==> config.mk <==
export PLATFORM = sky130hd
export DESIGN_NAME = memory_arbiter
export DESIGN_NICKNAME = d
export VERILOG_FILES = /design/src/rtl/memory_arbiter_pkg.sv /design/src/rtl/rr_arb2.sv /design/src/rtl/memory_arbiter.sv
export SDC_FILE = /design/constraint.sdc
export NUM_CORES = 1
export LEC_CHECK = 0
export ABC_CLOCK_PERIOD_IN_PS = 2400
export BUFFER_PORTS_ARGS = -buffer_cell sky130_fd_sc_hd__buf_2
export CORE_ASPECT_RATIO = 1.75
export CORE_UTILIZATION = 30
export DETAILED_ROUTE_END_ITERATION = 10
export GPL_TIMING_DRIVEN = 1
export SETUP_SLACK_MARGIN = 0.4
export SLEW_MARGIN = 25
export SYNTH_ARGS = -nofsm -noshare
export SYNTH_HDL_FRONTEND = slang
export SYNTH_HIERARCHICAL = 1
export SYNTH_SLANG_ARGS = --single-unit
==> constraint.sdc <==
create_clock -name clk -period 2.4 [get_ports clk]
set_clock_uncertainty 0.15 [all_clocks]
set_input_delay 0.6 -clock clk [delete_from_list [all_inputs] [get_ports clk]]
set_output_delay 0.6 -clock clk [all_outputs]
set_load 0.005 [all_outputs]
==> src/rtl/memory_arbiter_pkg.sv <==
// Shared definitions for the two-port memory arbiter.
//   state_e    : controller states (clear sweep, normal arbitration)
//   PORT_A/B   : requester identifiers, also the encoding of rr_last and the rvalid tag
//   rd_tag_t   : one stage of the read-return pipeline {valid, port}
package memory_arbiter_pkg;

   typedef enum logic [0:0] {
      StClear = 1'b0,
      StRun   = 1'b1
   } state_e;

   localparam logic PORT_A = 1'b0;
   localparam logic PORT_B = 1'b1;

   typedef struct packed {
      logic valid;
      logic port;
   } rd_tag_t;

endpackage

==> src/rtl/rr_arb2.sv <==
// Two-way round-robin arbiter, purely combinational.
//   req        in  2  request vector, bit 0 = port A, bit 1 = port B
//   last       in  1  port that won the previous arbitration
//   gnt_onehot out 2  one-hot winner (all zero when no request)
module rr_arb2
   import memory_arbiter_pkg::*;
(
   input  logic [1:0] req,
   input  logic       last,
   output logic [1:0] gnt_onehot
);

   always_comb begin
      gnt_onehot = 2'b00;
      unique case (req)
         2'b01:   gnt_onehot = 2'b01;
         2'b10:   gnt_onehot = 2'b10;
         // Tie goes to whichever port did not win last time.
         2'b11:   gnt_onehot = (last == PORT_B) ? 2'b01 : 2'b10;
         default: gnt_onehot = 2'b00;
      endcase
   end

endmodule

==> src/rtl/memory_arbiter.sv <==
// Round-robin controller sharing one memory (sync write, 1-cycle registered read) between
// requesters A and B. One access per cycle; optional clear sweep after reset.
//   clk, rst_n                 clock, asynchronous active-low reset
//   busy                       high while the clear sweep runs
//   a_/b_req, _we, _addr, _wdata  request side (req held until gnt)
//   a_/b_gnt                   one-cycle accept pulse
//   a_/b_rvalid, _rdata        one-cycle read-return pulse, data shared from mem_r_data
//   mem_w_en/_addr/_data       registered memory write port
//   mem_r_en/_addr, mem_r_data registered memory read port and returned data
module memory_arbiter
   import memory_arbiter_pkg::*;
#(
   parameter int unsigned       ADDR_W         = 4,
   parameter int unsigned       DATA_W         = 8,
   parameter bit                CLEAR_ON_RESET = 1'b1,
   parameter logic [DATA_W-1:0] CLEAR_VALUE    = '0
) (
   input  logic              clk,
   input  logic              rst_n,
   output logic              busy,
   input  logic              a_req,
   input  logic              a_we,
   input  logic [ADDR_W-1:0] a_addr,
   input  logic [DATA_W-1:0] a_wdata,
   output logic              a_gnt,
   output logic              a_rvalid,
   output logic [DATA_W-1:0] a_rdata,
   input  logic              b_req,
   input  logic              b_we,
   input  logic [ADDR_W-1:0] b_addr,
   input  logic [DATA_W-1:0] b_wdata,
   output logic              b_gnt,
   output logic              b_rvalid,
   output logic [DATA_W-1:0] b_rdata,
   output logic              mem_w_en,
   output logic [ADDR_W-1:0] mem_w_addr,
   output logic [DATA_W-1:0] mem_w_data,
   output logic              mem_r_en,
   output logic [ADDR_W-1:0] mem_r_addr,
   input  logic [DATA_W-1:0] mem_r_data
);

   localparam state_e StReset = CLEAR_ON_RESET ? StClear : StRun;

   state_e              state_q, state_d;
   logic [ADDR_W:0]     clr_cnt_q, clr_cnt_d, clr_cnt_inc;
   logic                busy_q, busy_d;
   logic                rr_last_q, rr_last_d;
   logic                a_gnt_q, a_gnt_d;
   logic                b_gnt_q, b_gnt_d;
   logic                mem_w_en_q, mem_w_en_d;
   logic                mem_r_en_q, mem_r_en_d;
   logic [ADDR_W-1:0]   mem_w_addr_q, mem_w_addr_d;
   logic [ADDR_W-1:0]   mem_r_addr_q, mem_r_addr_d;
   logic [DATA_W-1:0]   mem_w_data_q, mem_w_data_d;
   rd_tag_t             pipe0_q, pipe0_d;
   rd_tag_t             pipe1_q, pipe1_d;

   logic [1:0]          eligible;
   logic [1:0]          win;
   logic                sel_b;
   logic                sel_we;
   logic [ADDR_W-1:0]   sel_addr;
   logic [DATA_W-1:0]   sel_wdata;

   // A port granted this cycle is masked so a held request is not accepted twice.
   assign eligible = {b_req & ~b_gnt_q, a_req & ~a_gnt_q};

   rr_arb2 u_rr_arb2 (
      .req        (eligible),
      .last       (rr_last_q),
      .gnt_onehot (win)
   );

   assign sel_b       = win[1];
   assign sel_we      = sel_b ? b_we    : a_we;
   assign sel_addr    = sel_b ? b_addr  : a_addr;
   assign sel_wdata   = sel_b ? b_wdata : a_wdata;
   assign clr_cnt_inc = clr_cnt_q + 1'b1;

   always_comb begin
      state_d      = state_q;
      clr_cnt_d    = clr_cnt_q;
      busy_d       = busy_q;
      rr_last_d    = rr_last_q;
      a_gnt_d      = 1'b0;
      b_gnt_d      = 1'b0;
      mem_w_en_d   = 1'b0;
      mem_r_en_d   = 1'b0;
      mem_w_addr_d = mem_w_addr_q;
      mem_r_addr_d = mem_r_addr_q;
      mem_w_data_d = mem_w_data_q;
      pipe0_d      = '0;
      // Second stage always advances; new grants only load the first stage.
      pipe1_d      = pipe0_q;

      unique case (state_q)
         StClear: begin
            mem_w_en_d   = 1'b1;
            mem_w_addr_d = clr_cnt_q[ADDR_W-1:0];
            mem_w_data_d = CLEAR_VALUE;
            clr_cnt_d    = clr_cnt_inc;
            // MSB set means the last address is being issued this cycle.
            if (clr_cnt_inc[ADDR_W]) begin
               state_d = StRun;
               busy_d  = 1'b0;
            end
         end
         StRun: begin
            if (|win) begin
               a_gnt_d   = win[0];
               b_gnt_d   = win[1];
               rr_last_d = sel_b;
               if (sel_we) begin
                  mem_w_en_d   = 1'b1;
                  mem_w_addr_d = sel_addr;
                  mem_w_data_d = sel_wdata;
               end else begin
                  mem_r_en_d   = 1'b1;
                  mem_r_addr_d = sel_addr;
                  pipe0_d      = '{valid: 1'b1, port: sel_b};
               end
            end
         end
         default: state_d = StRun;
      endcase
   end

   always_ff @(posedge clk or negedge rst_n) begin
      if (!rst_n) begin
         state_q      <= StReset;
         clr_cnt_q    <= '0;
         busy_q       <= CLEAR_ON_RESET;
         rr_last_q    <= PORT_B;
         a_gnt_q      <= 1'b0;
         b_gnt_q      <= 1'b0;
         mem_w_en_q   <= 1'b0;
         mem_r_en_q   <= 1'b0;
         mem_w_addr_q <= '0;
         mem_r_addr_q <= '0;
         mem_w_data_q <= '0;
         pipe0_q      <= '0;
         pipe1_q      <= '0;
      end else begin
         state_q      <= state_d;
         clr_cnt_q    <= clr_cnt_d;
         busy_q       <= busy_d;
         rr_last_q    <= rr_last_d;
         a_gnt_q      <= a_gnt_d;
         b_gnt_q      <= b_gnt_d;
         mem_w_en_q   <= mem_w_en_d;
         mem_r_en_q   <= mem_r_en_d;
         mem_w_addr_q <= mem_w_addr_d;
         mem_r_addr_q <= mem_r_addr_d;
         mem_w_data_q <= mem_w_data_d;
         pipe0_q      <= pipe0_d;
         pipe1_q      <= pipe1_d;
      end
   end

   assign busy       = busy_q;
   assign a_gnt      = a_gnt_q;
   assign b_gnt      = b_gnt_q;
   assign mem_w_en   = mem_w_en_q;
   assign mem_r_en   = mem_r_en_q;
   assign mem_w_addr = mem_w_addr_q;
   assign mem_r_addr = mem_r_addr_q;
   assign mem_w_data = mem_w_data_q;
   assign a_rvalid   = pipe1_q.valid & (pipe1_q.port == PORT_A);
   assign b_rvalid   = pipe1_q.valid & (pipe1_q.port == PORT_B);
   assign a_rdata    = mem_r_data;
   assign b_rdata    = mem_r_data;

endmodule
==> metrics.md, run 1 <==
| Metric | Value |
|---|---|
| Placed cell count | `231` |
| Multi-input logic area | `587 um2` |
| Seq pwr share | `43.2%` |
| Post-DP HPWL | `2.33 mm` |
| Initial DRC count | `a little over 40` |
| Post-CTS Hold Fix Bufs | `0` |
| Worst EP required | `about 2.5 ns` |
| Post-CTS resize count | `0` |
| Worst-margin pin slew | `0.690 ns` |
| DR WL/cell | `13.4 um` |
| Worst rel slew slack | `54.0%` |
| Fin worst setup slack | `0.447 ns` |
| Drt first pass iters | `7` |
| Storage element area | `778 um2` |
| Final cell count without fillers | `239` |
| N_diodes | `0` |
| Hold slack | `0.205 ns` |
| RSZ-0062 raised after global routing | `yes` |
| Syn Nets | `183` |
| Main synth FF type | `dfrtp_1` |
| Logic pwr share | `24.4%` |
| Die Ht | `97.8 um` |
| Layout cell share with drive strength beyond 1 | `44.9%` |
| Final TNS setup | `0 ns` |
| Initial Utilization | `31.3%` |
| Synth warn | `6` |
| Vias | `between 1000 and 1500` |
| Clock Sinks | `31` |
| NumNets Final | `223` |
| H-tree lvl count | `2` |
| Core footprint | `0.00502 mm2` |
| Synthesized area per cell | `~11 um2` |
| Worst-path clk slew | `0.07 ns` |
| Final Hold Viols | `0` |
| Worst setup EP type | `flop` |
| Status | `finished with violations` |
| Sw frac | `27.3%` |
| CP startpoint kind | `primary input` |
| Sw Pwr | `0.446 mW` |
| Critical Path AT | `~2 ns` |
| Die ar. | `about 0.0055 mm2` |
| Placer Congestion | `0.706` |
| Yosys reg bits | `31` |
| Clk root buf | `clkbuf_8` |
| GRT Total Usage | `12.4%` |
| ANT nets after route | `0` |
| Number of global-route vias before repair | `1129` |
| Post-synth cell types | `30` |
| Worst vdd rail ir drop | `0.000291 V` |
| Place WS | `roughly 0.16 ns` |
| First-pass GRT wire length | `5.13 mm` |
| Violated checks | `design-rule violations` |
| DIE WIDTH | `56.7 um` |
| WL final | `between 3 and 4 mm` |
| Async SR Flop Fraction | `100%` |
| Remaining routing DRC violations | `22` |
| EDFF count, synth | `0` |
| Fin. max-slew vios | `0` |
| Seq/Total Area, Yosys | `49.5%` |
| Min Tclk post-route | `1.95 ns` |
| Final Setup Violations | `0` |
| Largest net degree at the start of global routing | `32` |
| Num rows | `34` |
| Area delta synth->final | `21.3%` |
| Io pins | `77` |
| Total power draw | `approximately 1.6 mW` |
| Syn Inst Count | `between 100 and 150` |
| Crit-path max FO | `13` |
| TritonCTS clock tree | `built` |
| Crit path kind | `in -> reg` |
| Fmax | `512 MHz` |
| Worst hold path type | `in -> async` |
| Clk buf depth | `2` |
| Period Utilization, post-route | `81.4%` |
| GRT overflow | `0` |
| Clock power frac | `32.4%` |
| Worst-Skew Late Latency | `between 0.2 and 0.3 ns` |
| Vias per inst | `4.59` |
| Int Power | `1.19 mW` |
| Max capacitance violation total | `0` |
| Post-Synthesis Cell Area | `between 0.0015 and 0.002 mm2` |
| # fillers | `503` |
| Number of buffers created by CTS | `5` |
| PD cells | `858 mW/mm2` |
| Port buffer count | `between 50 and 60` |
| Leakage | `0.975 nW` |
| Setup repair bufs after CTS | `0` |
| Initial antenna violation count | `0` |
## cell usage in the layout, fill, tap and decap left out, types with 2 or more instances in the layout
cell type and instances:
and3b_1 2, nand2_1 2, o221ai_1 3, nor2b_1 3, and2_1 3, xnor2_1 4
clkbuf_8 6, o211ai_1 8, buf_4 4, inv_1 18, buf_2 52, mux2_2 11
dfstp_2 2, dfrtp_1 29, nand2b_1 6, mux2i_1 6, nand3_1 3, o21ai_1 9
## area by class of cell
class / count / area share, %
clock inverter: 2 / 1.84
sequential: 31 / 40.8
clock buffer: 6 / 4.33
timing repair buffer: 56 / 15.2
inverter: 18 / 3.54
tap: 54 / 3.54
multi-input combinational: 72 / 30.8
## final timing paths
check / from / to / slack [ns] / cells past startpoint
min in group clk: pipe0_q[0]$_DFF_PN0_ / pipe1_q[0]$_DFF_PN0_ / 0.21 / 0
hold / removal: rst_n / mem_r_addr[1]$_DFFE_PN0P_ / 0.21 / 1
setup / recovery: b_req / mem_w_addr[0]$_DFFE_PN0P_ / 0.45 / 6
hold reg to reg: pipe0_q[0]$_DFF_PN0_ / pipe1_q[0]$_DFF_PN0_ / 0.21 / 0
max in group asynchronous: rst_n / b_gnt$_DFF_PN0_ / 1.45 / 1
setup reg to reg: b_gnt$_DFF_PN0_ / mem_w_addr[0]$_DFFE_PN0P_ / 0.46 / 5
## synthesized netlist by cell type (2+ instances only)
master | n | share of area [%]
dfrtp_1 | 29 | 46
nand3_1 | 3 | 0.95
and2_1 | 3 | 1.2
nand2b_1 | 6 | 2.4
clkbuf_1 | 3 | 0.72
nand2_1 | 2 | 0.48
inv_1 | 18 | 4.3
o211ai_1 | 8 | 3.8
nor2b_1 | 4 | 1.6
buf_2 | 2 | 0.64
o21ai_1 | 8 | 2.5
dfstp_2 | 2 | 3.3
o221ai_1 | 3 | 1.7
mux2i_1 | 6 | 3.8
nor2_1 | 2 | 0.48
buf_4 | 17 | 8.1
xnor2_1 | 4 | 2.2
mux2_2 | 11 | 7.9
and3b_1 | 2 | 1.1
## flip-flops by register name, indices dropped and copies added, names as in the netlist
name and flops:
mem_w_addr 4, clr_cnt_q 5, pipe0_q 1, mem_w_en 1, a_gnt 1, mem_r_en 1, b_gnt 1, rr_last_q 1
busy 1, pipe1_q 2, mem_r_addr 4, mem_w_data 8, state_q 1
## worst max-delay path, cell delays in order
cell	delay [ns]
buf_2	0.08
nor2b_4	0.13
a21boi_2	0.30
and3b_1	0.23
or3b_4	0.46
o221ai_1	0.21
## power groups by stage
stage | Clock, mW | Sequential [mW] | Combinational (mW)
floorplan | 0 | 0.725 | 0.228
global placement | 0 | 0.716 | 0.401
detailed placement | 0 | 0.719 | 0.406
CTS | 0.546 | 0.709 | 0.408
global route | 0.567 | 0.722 | 0.446
finish | 0.530 | 0.707 | 0.400
## logic make-up after synthesis
family / Yosys count / share of synthesized area, %
flip-flops: 31 / 49.5
XOR/XNOR: 5 / 2.78
AND/OR/NAND/NOR: 24 / 9.55
multiplexers: 17 / 11.7
buffers and inverters: 41 / 14.5
AO/OA/AOI/OAI: 25 / 11.2
adder cells (fa/ha/maj): 1 / 0.795
## per-layer routing
metal | vias up | global-route usage (%) | wire (um)
met1 | 500 | 12.2 | 1200
met3 | 8 | 3.44 | 210
met2 | 45 | 22.3 | 1710
met4 | 0 | 7.69 | 71
met5 | - | 0 | 0
li1 | 544 | - | -
## metrics by stage
stage          utilization [%]  cell area (um2)
5_1_grt                   38.0             1910
3_5_place_dp              35.5             1780
3_3_place_gp              35.5             1780
2_1_floorplan                -             1590
6_report                  38.0             1910
4_1_cts                   37.9             1900
No activity file was read; power rests on OpenSTA's default activity.
==> run 2, diff against run 1 <==
--- a/config.mk
+++ b/config.mk
@@ -5,7 +5,7 @@
 export SDC_FILE = /design/constraint.sdc
 export NUM_CORES = 1
 export LEC_CHECK = 0
-export ABC_CLOCK_PERIOD_IN_PS = 2400
+export ABC_CLOCK_PERIOD_IN_PS = 2000
 export BUFFER_PORTS_ARGS = -buffer_cell sky130_fd_sc_hd__buf_2
 export CORE_ASPECT_RATIO = 1.75
 export CORE_UTILIZATION = 30
==> constraint.sdc (replaced) <==
create_clock -name clk -period 2 [get_ports clk]
set_clock_uncertainty 0.15 [all_clocks]
set_input_delay 0.5 -clock clk [delete_from_list [all_inputs] [get_ports clk]]
set_output_delay 0.5 -clock clk [all_outputs]
set_load 0.005 [all_outputs]
==> run 2 against run 1 <==
- the flow still finishes with violations (design-rule violations)
- sequential cell count did not move
- design area rose by 8.5%
- setup slack got worse by 0.32 ns
- total power rose by 28%
- clock power rose by 22%
- via count rose by 7.7%
- critical path type is now reg -> reg
- largest power group unchanged
- register-to-register slack got worse by 0.33 ns
==> metrics.md, run 2 (same netlist as run 1, synthesis figures left out) <==
| Metric | Value |
|---|---|
| Worst hold path type | `in -> async (unchanged)` |
| Critical path, cell by cell | `nor2b_2 -> a21boi_4 -> buf_4 -> buf_6 -> and3b_2 -> nor2_4 -> mux2_2 (was buf_2 -> nor2b_4 -> a21boi_2 -> and3b_1 -> or3b_4 -> o221ai_1)` |
| Largest delay share family, worst path | `simple AND/OR/NAND/NOR gates (unchanged)` |
| NumNets Final | `234 (was 223)` |
| Critical Path AT | `1.90 ns (was 2.00 ns)` |
| Critical Path Sink | `mem_r_addr[2]$_DFFE_PN0P_ (was mem_w_addr[0]$_DFFE_PN0P_)` |
| DR WL/cell | `14.1 um (was 13.4 um)` |
| Die ar. | `0.00555 mm2 (unchanged)` |
| H-tree lvl count | `2 (unchanged)` |
| Period Utilization, post-route | `93.6%` |
| Crit path kind | `reg -> reg (was in -> reg)` |
| Storage element area | `778 um2 (unchanged)` |
| Buf/Inv on CP | `2 (was 1)` |
| Min Tclk post-route | `~1.9 ns` |
| Leakage | `1.05 nW (was 0.975 nW)` |
| Io pins | `77 (unchanged)` |
| Vias per inst | `4.72 (was 4.59)` |
| Flop2flop setup slack | `0.13 ns (was 0.46 ns)` |
| Worst rel slew slack | `54.1% (was 54.0%)` |
| RSZ-0062 raised after global routing | `yes (unchanged)` |
| Final TNS setup | `0 ns (unchanged)` |
| Num rows | `34 (unchanged)` |
| Most frequent cells in the layout | `52 x buf_2, 29 x dfrtp_1, 18 x inv_1, 13 x buf_4, 11 x mux2_2 (was 52 x buf_2, 29 x dfrtp_1, 18 x inv_1, 11 x mux2_2, 9 x o21ai_1)` |
| Final Hold Viols | `0 (unchanged)` |
| # fillers | `529 (was 503)` |
| Critical Path Source | `a_gnt$_DFF_PN0_ (was b_req)` |
| Final Setup Violations | `0 (unchanged)` |
| CP startpoint kind | `flop (was primary input)` |
| WL final | `3.53 mm (was 3.19 mm)` |
| Fin. max-slew vios | `0 (unchanged)` |
| Remaining routing DRC violations | `16 (was 22)` |
| CP peak stage delay | `0.39 ns (was 0.46 ns)` |
| Status | `finished with violations (unchanged)` |
| Die Ht | `97.8 um (unchanged)` |
| ANT nets after route | `0 (unchanged)` |
| Clk root buf | `clkbuf_8 (unchanged)` |
| Max reg flops | `8 (unchanged)` |
| PD cells | `1010 mW/mm2 (was 858 mW/mm2)` |
| Number of global-route vias before repair | `1194 (was 1129)` |
| Worst-Skew Late Latency | `0.29 ns (was 0.28 ns)` |
| WP depth | `7 (was 6)` |
| Worst-margin pin slew | `0.688 ns (was 0.690 ns)` |
| TritonCTS clock tree | `built (unchanged)` |
| GRT Total Usage | `13.8% (was 12.4%)` |
| Clock Sinks | `31 (unchanged)` |
| Placer Congestion | `0.711 (was 0.706)` |
| Placed cell count | `235 (was 231)` |
| Max capacitance violation total | `0 (unchanged)` |
| Initial DRC count | `41 (unchanged)` |
| Core footprint | `0.00502 mm2 (unchanged)` |
| DIE WIDTH | `56.7 um (unchanged)` |
| First-pass GRT wire length | `5.63 mm (was 5.13 mm)` |
| Multi-input logic area | `669 um2 (was 587 um2)` |
| Worst vdd rail ir drop | `0.000328 V (was 0.000291 V)` |
| Vias | `1181 (was 1097)` |
| Worst EP required | `2.03 ns (was 2.45 ns)` |
| Port buffer count | `52 (unchanged)` |
| N_diodes | `0 (unchanged)` |
| Fmax | `534 MHz` |
| Violated checks | `design-rule violations (unchanged)` |
| Reg2reg start | `a_gnt$_DFF_PN0_ (was b_gnt$_DFF_PN0_)` |
| Initial Utilization | `31.3% (unchanged)` |
| Initial antenna violation count | `0 (unchanged)` |
| Total power draw | `2.09 mW (was 1.64 mW)` |
| Crit-path max FO | `5 (was 13)` |
| Commonest non-fill, non-tap cell in the layout | `buf_2 (unchanged)` |
| Post-DP HPWL | `2.49 mm (was 2.33 mm)` |
| R2R depth | `7 (was 5)` |
| Number of buffers created by CTS | `5 (unchanged)` |
| Worst setup EP type | `flop (unchanged)` |
| R2r endpoint | `mem_r_addr[2]$_DFFE_PN0P_ (was mem_w_addr[0]$_DFFE_PN0P_)` |
| Slowest CP cell | `dfrtp_1 (was or3b_4)` |
| Final cell count without fillers | `250 (was 239)` |
| Worst-path clk slew | `0.07 ns (about the same)` |
| Largest net degree at the start of global routing | `32 (unchanged)` |
| Clk buf depth | `2 (unchanged)` |
| Layout cell share with drive strength beyond 1 | `54.6% (was 44.9%)` |
| Area delta synth->final | `31.6% (was 21.3%)` |
| GRT overflow | `0 (unchanged)` |
| Drt first pass iters | `7 (unchanged)` |
run 2: cell types whose count changed in the layout (fill, tap and decap cells not counted), moves of 2 or more:
cell	delta
buf_4	+9
o21ai_1	-5
and3b_2	+2
o221ai_2	+3
o221ai_1	-3
and3b_1	-2
o21ai_2	+5
run 2: where the power goes:
group	leakage, nW	switching (mW)	internal [mW]
Clock	0.0612	0.246	0.403
Sequential	0.380	0.0863	0.775
Combinational	0.611	0.263	0.315
run 2: repair_timing:
item / 4_1_cts / 5_1_grt
buffers inserted: 5 / 1
hold buffers: 0 / 0
gates cloned: 1 / 0
pin swaps: 7 / 2
endpoints found under the hold margin: 0 / 0
setup endpoints to repair: 18 / 20
gates resized for setup: 13 / 4
run 2: worst min path at each step:
| stage | depth (start not counted) | endpoint | slack, ns | startpoint |
|---|---|---|---|---|
| final | 1 | mem_w_data[4]$_DFFE_PN0P_ | 0.1 | rst_n |
| after global routing | 1 | mem_w_data[4]$_DFFE_PN0P_ | 0.16 | rst_n |
| after CTS | 1 | mem_w_data[4]$_DFFE_PN0P_ | 0.13 | rst_n |
| after detailed placement | 0 | pipe1_q[0]$_DFF_PN0_ | 0.20 | pipe0_q[0]$_DFF_PN0_ |
| after global placement | 0 | pipe1_q[0]$_DFF_PN0_ | 0.18 | pipe0_q[0]$_DFF_PN0_ |
| after floorplan | 0 | a_gnt$_DFF_PN0_ | 0.05 | rst_n |
run 2: final cells by class:
cell class / count / area share (%)
Inverter: 18 / 3.26
Tap cell: 54 / 3.26
Multi-Input combinational cell: 73 / 32.3
Timing Repair Buffer: 66 / 17.8
Clock inverter: 2 / 1.69
Clock buffer: 6 / 3.99
Sequential cell: 31 / 37.6
run 2: worst reg2reg max path, delay by kind of cell, from the launching register on:
family | cells | cell delay [ns]
multiplexers | 1 | 0.33
AND/OR/NAND/NOR | 3 | 0.53
buffers and inverters | 2 | 0.28
flip-flops | 1 | 0.39
AO/OA/AOI/OAI | 1 | 0.09
run 2: per-layer routing:
| layer | global-route usage (%) | wire (um) |
|---|---|---|
| met1 | 15.7 | 1330 |
| met2 | 22.9 | 1900 |
| met3 | 3.31 | 203 |
| met4 | 8.26 | 101 |
| met5 | 0 | 0 |
run 2: through the flow:
stage | hold slack [ns] | instance area [um2] | setup slack [ns] | utilization, %
4_1_cts | 0.129 | 2050 | 0.136 | 40.8
3_5_place_dp | 0.196 | 1820 | -0.125 | 36.3
6_report | 0.0995 | 2070 | 0.128 | 41.2
3_3_place_gp | 0.183 | 1820 | -0.0783 | 36.3
5_1_grt | 0.157 | 2070 | 0.0490 | 41.2
2_1_floorplan | 0.0544 | 1590 | 0.0366 | -
==> run 3, diff against run 2 <==
--- a/config.mk
+++ b/config.mk
@@ -11,6 +11,7 @@
 export CORE_UTILIZATION = 30
 export DETAILED_ROUTE_END_ITERATION = 10
 export GPL_TIMING_DRIVEN = 1
+export REMOVE_ABC_BUFFERS = 1
 export SETUP_SLACK_MARGIN = 0.4
 export SLEW_MARGIN = 25
 export SYNTH_ARGS = -nofsm -noshare
==> run 3 against run 2 <==
- the flow still finishes with violations (design-rule violations)
- count of clock-buffer cells in the layout rose by 1
- register-to-register slack improved by 0.03 ns
- wire length rose by 0.26%
- sequential cell count did not move
- setup slack improved by 0.028 ns
- first-iteration DRC count fell by 46%
- critical path depth did not move
- sequential share of layout area rose by 1.1 points
- sequential power barely moved
==> metrics.md, run 3 (same netlist as run 1, synthesis figures left out) <==
| Metric | Value |
|---|---|
| Period Utilization, post-route | `92.2% (was 93.6%)` |
| Fin. max-slew vios | `0 (unchanged)` |
| WL final | `3.54 mm (was 3.53 mm)` |
| Design area | `0.00201 mm2 (was 0.00207 mm2)` |
| Violated checks | `design-rule violations (unchanged)` |
| Num rows | `34 (unchanged)` |
| Worst-path clk slew | `0.07 ns (about the same)` |
| Leakage | `1.02 nW (was 1.05 nW)` |
| Flop2flop setup slack | `0.16 ns (was 0.13 ns)` |
| Critical Path AT | `1.89 ns (was 1.90 ns)` |
| Final Hold Viols | `0 (unchanged)` |
| Clk root buf | `clkbuf_8 (unchanged)` |
| TritonCTS clock tree | `built (unchanged)` |
| Final Setup Violations | `0 (unchanged)` |
| RSZ-0062 raised after global routing | `yes (unchanged)` |
| Largest net degree at the start of global routing | `32 (unchanged)` |
| Number of global-route vias before repair | `1238 (was 1194)` |
| Min Tclk post-route | `1.84 ns (was 1.87 ns)` |
| Core footprint | `0.00502 mm2 (unchanged)` |
| Final TNS setup | `0 ns (unchanged)` |
| DP Area | `0.00182 mm2 (about the same)` |
| CP startpoint kind | `flop (unchanged)` |
| Initial antenna violation count | `0 (unchanged)` |
| GRT Total Usage | `13.9% (was 13.8%)` |
| PD cells | `956 mW/mm2 (was 1010 mW/mm2)` |
| Placer Congestion | `0.727 (was 0.711)` |
| Hold slack | `0.104 ns (was 0.0995 ns)` |
| GRT overflow | `0 (unchanged)` |
| N_diodes | `0 (unchanged)` |
| Vias per inst | `4.76 (was 4.72)` |
| Fin worst setup slack | `0.156 ns (was 0.128 ns)` |
| Post-CTS Hold Fix Bufs | `0 (unchanged)` |
| Io pins | `77 (unchanged)` |
| Die Ht | `97.8 um (unchanged)` |
| Logic pwr share | `29.1% (was 27.7%)` |
| Worst-Skew Late Latency | `0.28 ns (was 0.29 ns)` |
| Reg2reg start | `rr_last_q$_DFFE_PN1P_ (was a_gnt$_DFF_PN0_)` |
| Sw frac | `29.1% (was 28.5%)` |
| Clock Sinks | `31 (unchanged)` |
| DIE WIDTH | `56.7 um (unchanged)` |
| Slowest CP cell | `dfstp_2 (was dfrtp_1)` |
| Total power draw | `1.92 mW (was 2.09 mW)` |
| DR WL/cell | `14.4 um (was 14.1 um)` |
| Max capacitance violation total | `0 (unchanged)` |
| First-pass GRT wire length | `5.91 mm (was 5.63 mm)` |
| Clock power frac | `26.2% (was 31.1%)` |
| Worst setup EP type | `flop (unchanged)` |
| Critical Path Source | `rr_last_q$_DFFE_PN1P_ (was a_gnt$_DFF_PN0_)` |
| Layout cell share with drive strength beyond 1 | `50.0% (was 54.6%)` |
| Crit-path max FO | `10 (was 5)` |
| Vias | `1172 (was 1181)` |
| Die ar. | `0.00555 mm2 (unchanged)` |
| H-tree lvl count | `2 (unchanged)` |
| Remaining routing DRC violations | `8 (was 16)` |
| Place WS | `-0.141 ns (was -0.125 ns)` |
| Largest delay share family, worst path | `flip-flops (was simple AND/OR/NAND/NOR gates)` |
| Port buffer count | `52 (unchanged)` |
| Worst EP required | `2.05 ns (was 2.03 ns)` |
| NumNets Final | `230 (was 234)` |
| Initial Utilization | `31.3% (unchanged)` |
| Worst hold path type | `in -> async (unchanged)` |
| Worst vdd rail ir drop | `0.000279 V (was 0.000328 V)` |
| Most frequent cells in the layout | `52 x buf_2, 29 x dfrtp_1, 18 x inv_1, 9 x o21ai_1 (was 52 x buf_2, 29 x dfrtp_1, 18 x inv_1, 13 x buf_4, 11 x mux2_2)` |
| Number of buffers created by CTS | `5 (unchanged)` |
| CP peak stage delay | `0.57 ns (was 0.39 ns)` |
| Critical path, cell by cell | `inv_1 -> a21boi_2 -> and3b_2 -> buf_4 -> o21ai_1 -> buf_4 -> o221ai_2 (was nor2b_2 -> a21boi_4 -> buf_4 -> buf_6 -> and3b_2 -> nor2_4 -> mux2_2)` |
| Placed cell count | `236 (was 235)` |
| ANT nets after route | `0 (unchanged)` |
| Drt first pass iters | `7 (unchanged)` |
| Buf/Inv on CP | `3 (was 2)` |
| Commonest non-fill, non-tap cell in the layout | `buf_2 (unchanged)` |
| Post-DP HPWL | `2.61 mm (was 2.49 mm)` |
| Status | `finished with violations (unchanged)` |
| Max reg flops | `8 (unchanged)` |
| Seq pwr share | `44.8% (was 41.2%)` |
| Int Power | `1.36 mW (was 1.49 mW)` |
| Initial DRC count | `22 (was 41)` |
| Worst-margin pin slew | `0.690 ns (was 0.688 ns)` |
| Setup repair bufs after CTS | `0 (was 5)` |
| Most frequent CP cell | `buf_4` |
| Final cell count without fillers | `246 (was 250)` |
| Fmax | `542 MHz (was 534 MHz)` |
| Sw Pwr | `0.559 mW (was 0.596 mW)` |
| Area delta synth->final | `27.9% (was 31.6%)` |
| Worst rel slew slack | `54.0% (was 54.1%)` |
| Clk buf depth | `2 (unchanged)` |
| Crit path kind | `reg -> reg (unchanged)` |
| Post-layout util | `40.1% (was 41.2%)` |
-- run 3: changes by cell type in the layout (fill, tap and decap cells not counted), sizes merged --
cell / delta
clkbuf: +1
buf: -4
bufinv: -1
-- run 3: power by group through the flow --
stage / Clock (mW) / Sequential [mW] / Combinational, mW
floorplan: 0 / 0.867 / 0.231
finish: 0.503 / 0.861 / 0.559
CTS: 0.521 / 0.862 / 0.564
global route: 0.545 / 0.880 / 0.620
global placement: 0 / 0.870 / 0.499
detailed placement: 0 / 0.872 / 0.506
-- run 3: final cells by class --
cell class | count | area (um2)
clock inverter | 1 | 5.00
timing repair buffer | 62 | 372
multi-input combinational | 73 | 636
tap | 54 | 67.6
fill | 524 | 3010
sequential | 31 | 778
inverter | 18 | 67.6
clock buffer | 7 | 86.3
-- run 3: worst register-to-register path, cell delays in order, from the launching register on --
cell	delay, ns
dfstp_2	0.57
inv_1	0.06
a21boi_2	0.17
and3b_2	0.24
buf_4	0.18
o21ai_1	0.08
buf_4	0.16
o221ai_2	0.14
-- run 3: worst paths after layout --
kind	cells after the start	to
max	7	mem_w_addr[0]$_DFFE_PN0P_
min	1	mem_w_data[3]$_DFFE_PN0P_
max in group asynchronous	1	mem_w_addr[1]$_DFFE_PN0P_
min reg2reg	0	pipe1_q[0]$_DFF_PN0_
min in group clk	0	pipe1_q[0]$_DFF_PN0_
max reg2reg	7	mem_w_addr[0]$_DFFE_PN0P_
-- run 3: repair_timing --
item,in CTS,in global routing
pin swaps,1,0
gates cloned,2,0
setup endpoints to repair,18,19
gates resized for setup,16,3
-- run 3: layer usage --
metal / up-vias / global-route usage, % / part of all wire [%]
met3: 3 / 7.28 / 8.6
met2: 47 / 24.5 / 55
li1: 558 / - / -
met4: 0 / 3.38 / 0.88
met5: - / 0 / 0
met1: 564 / 14.1 / 35
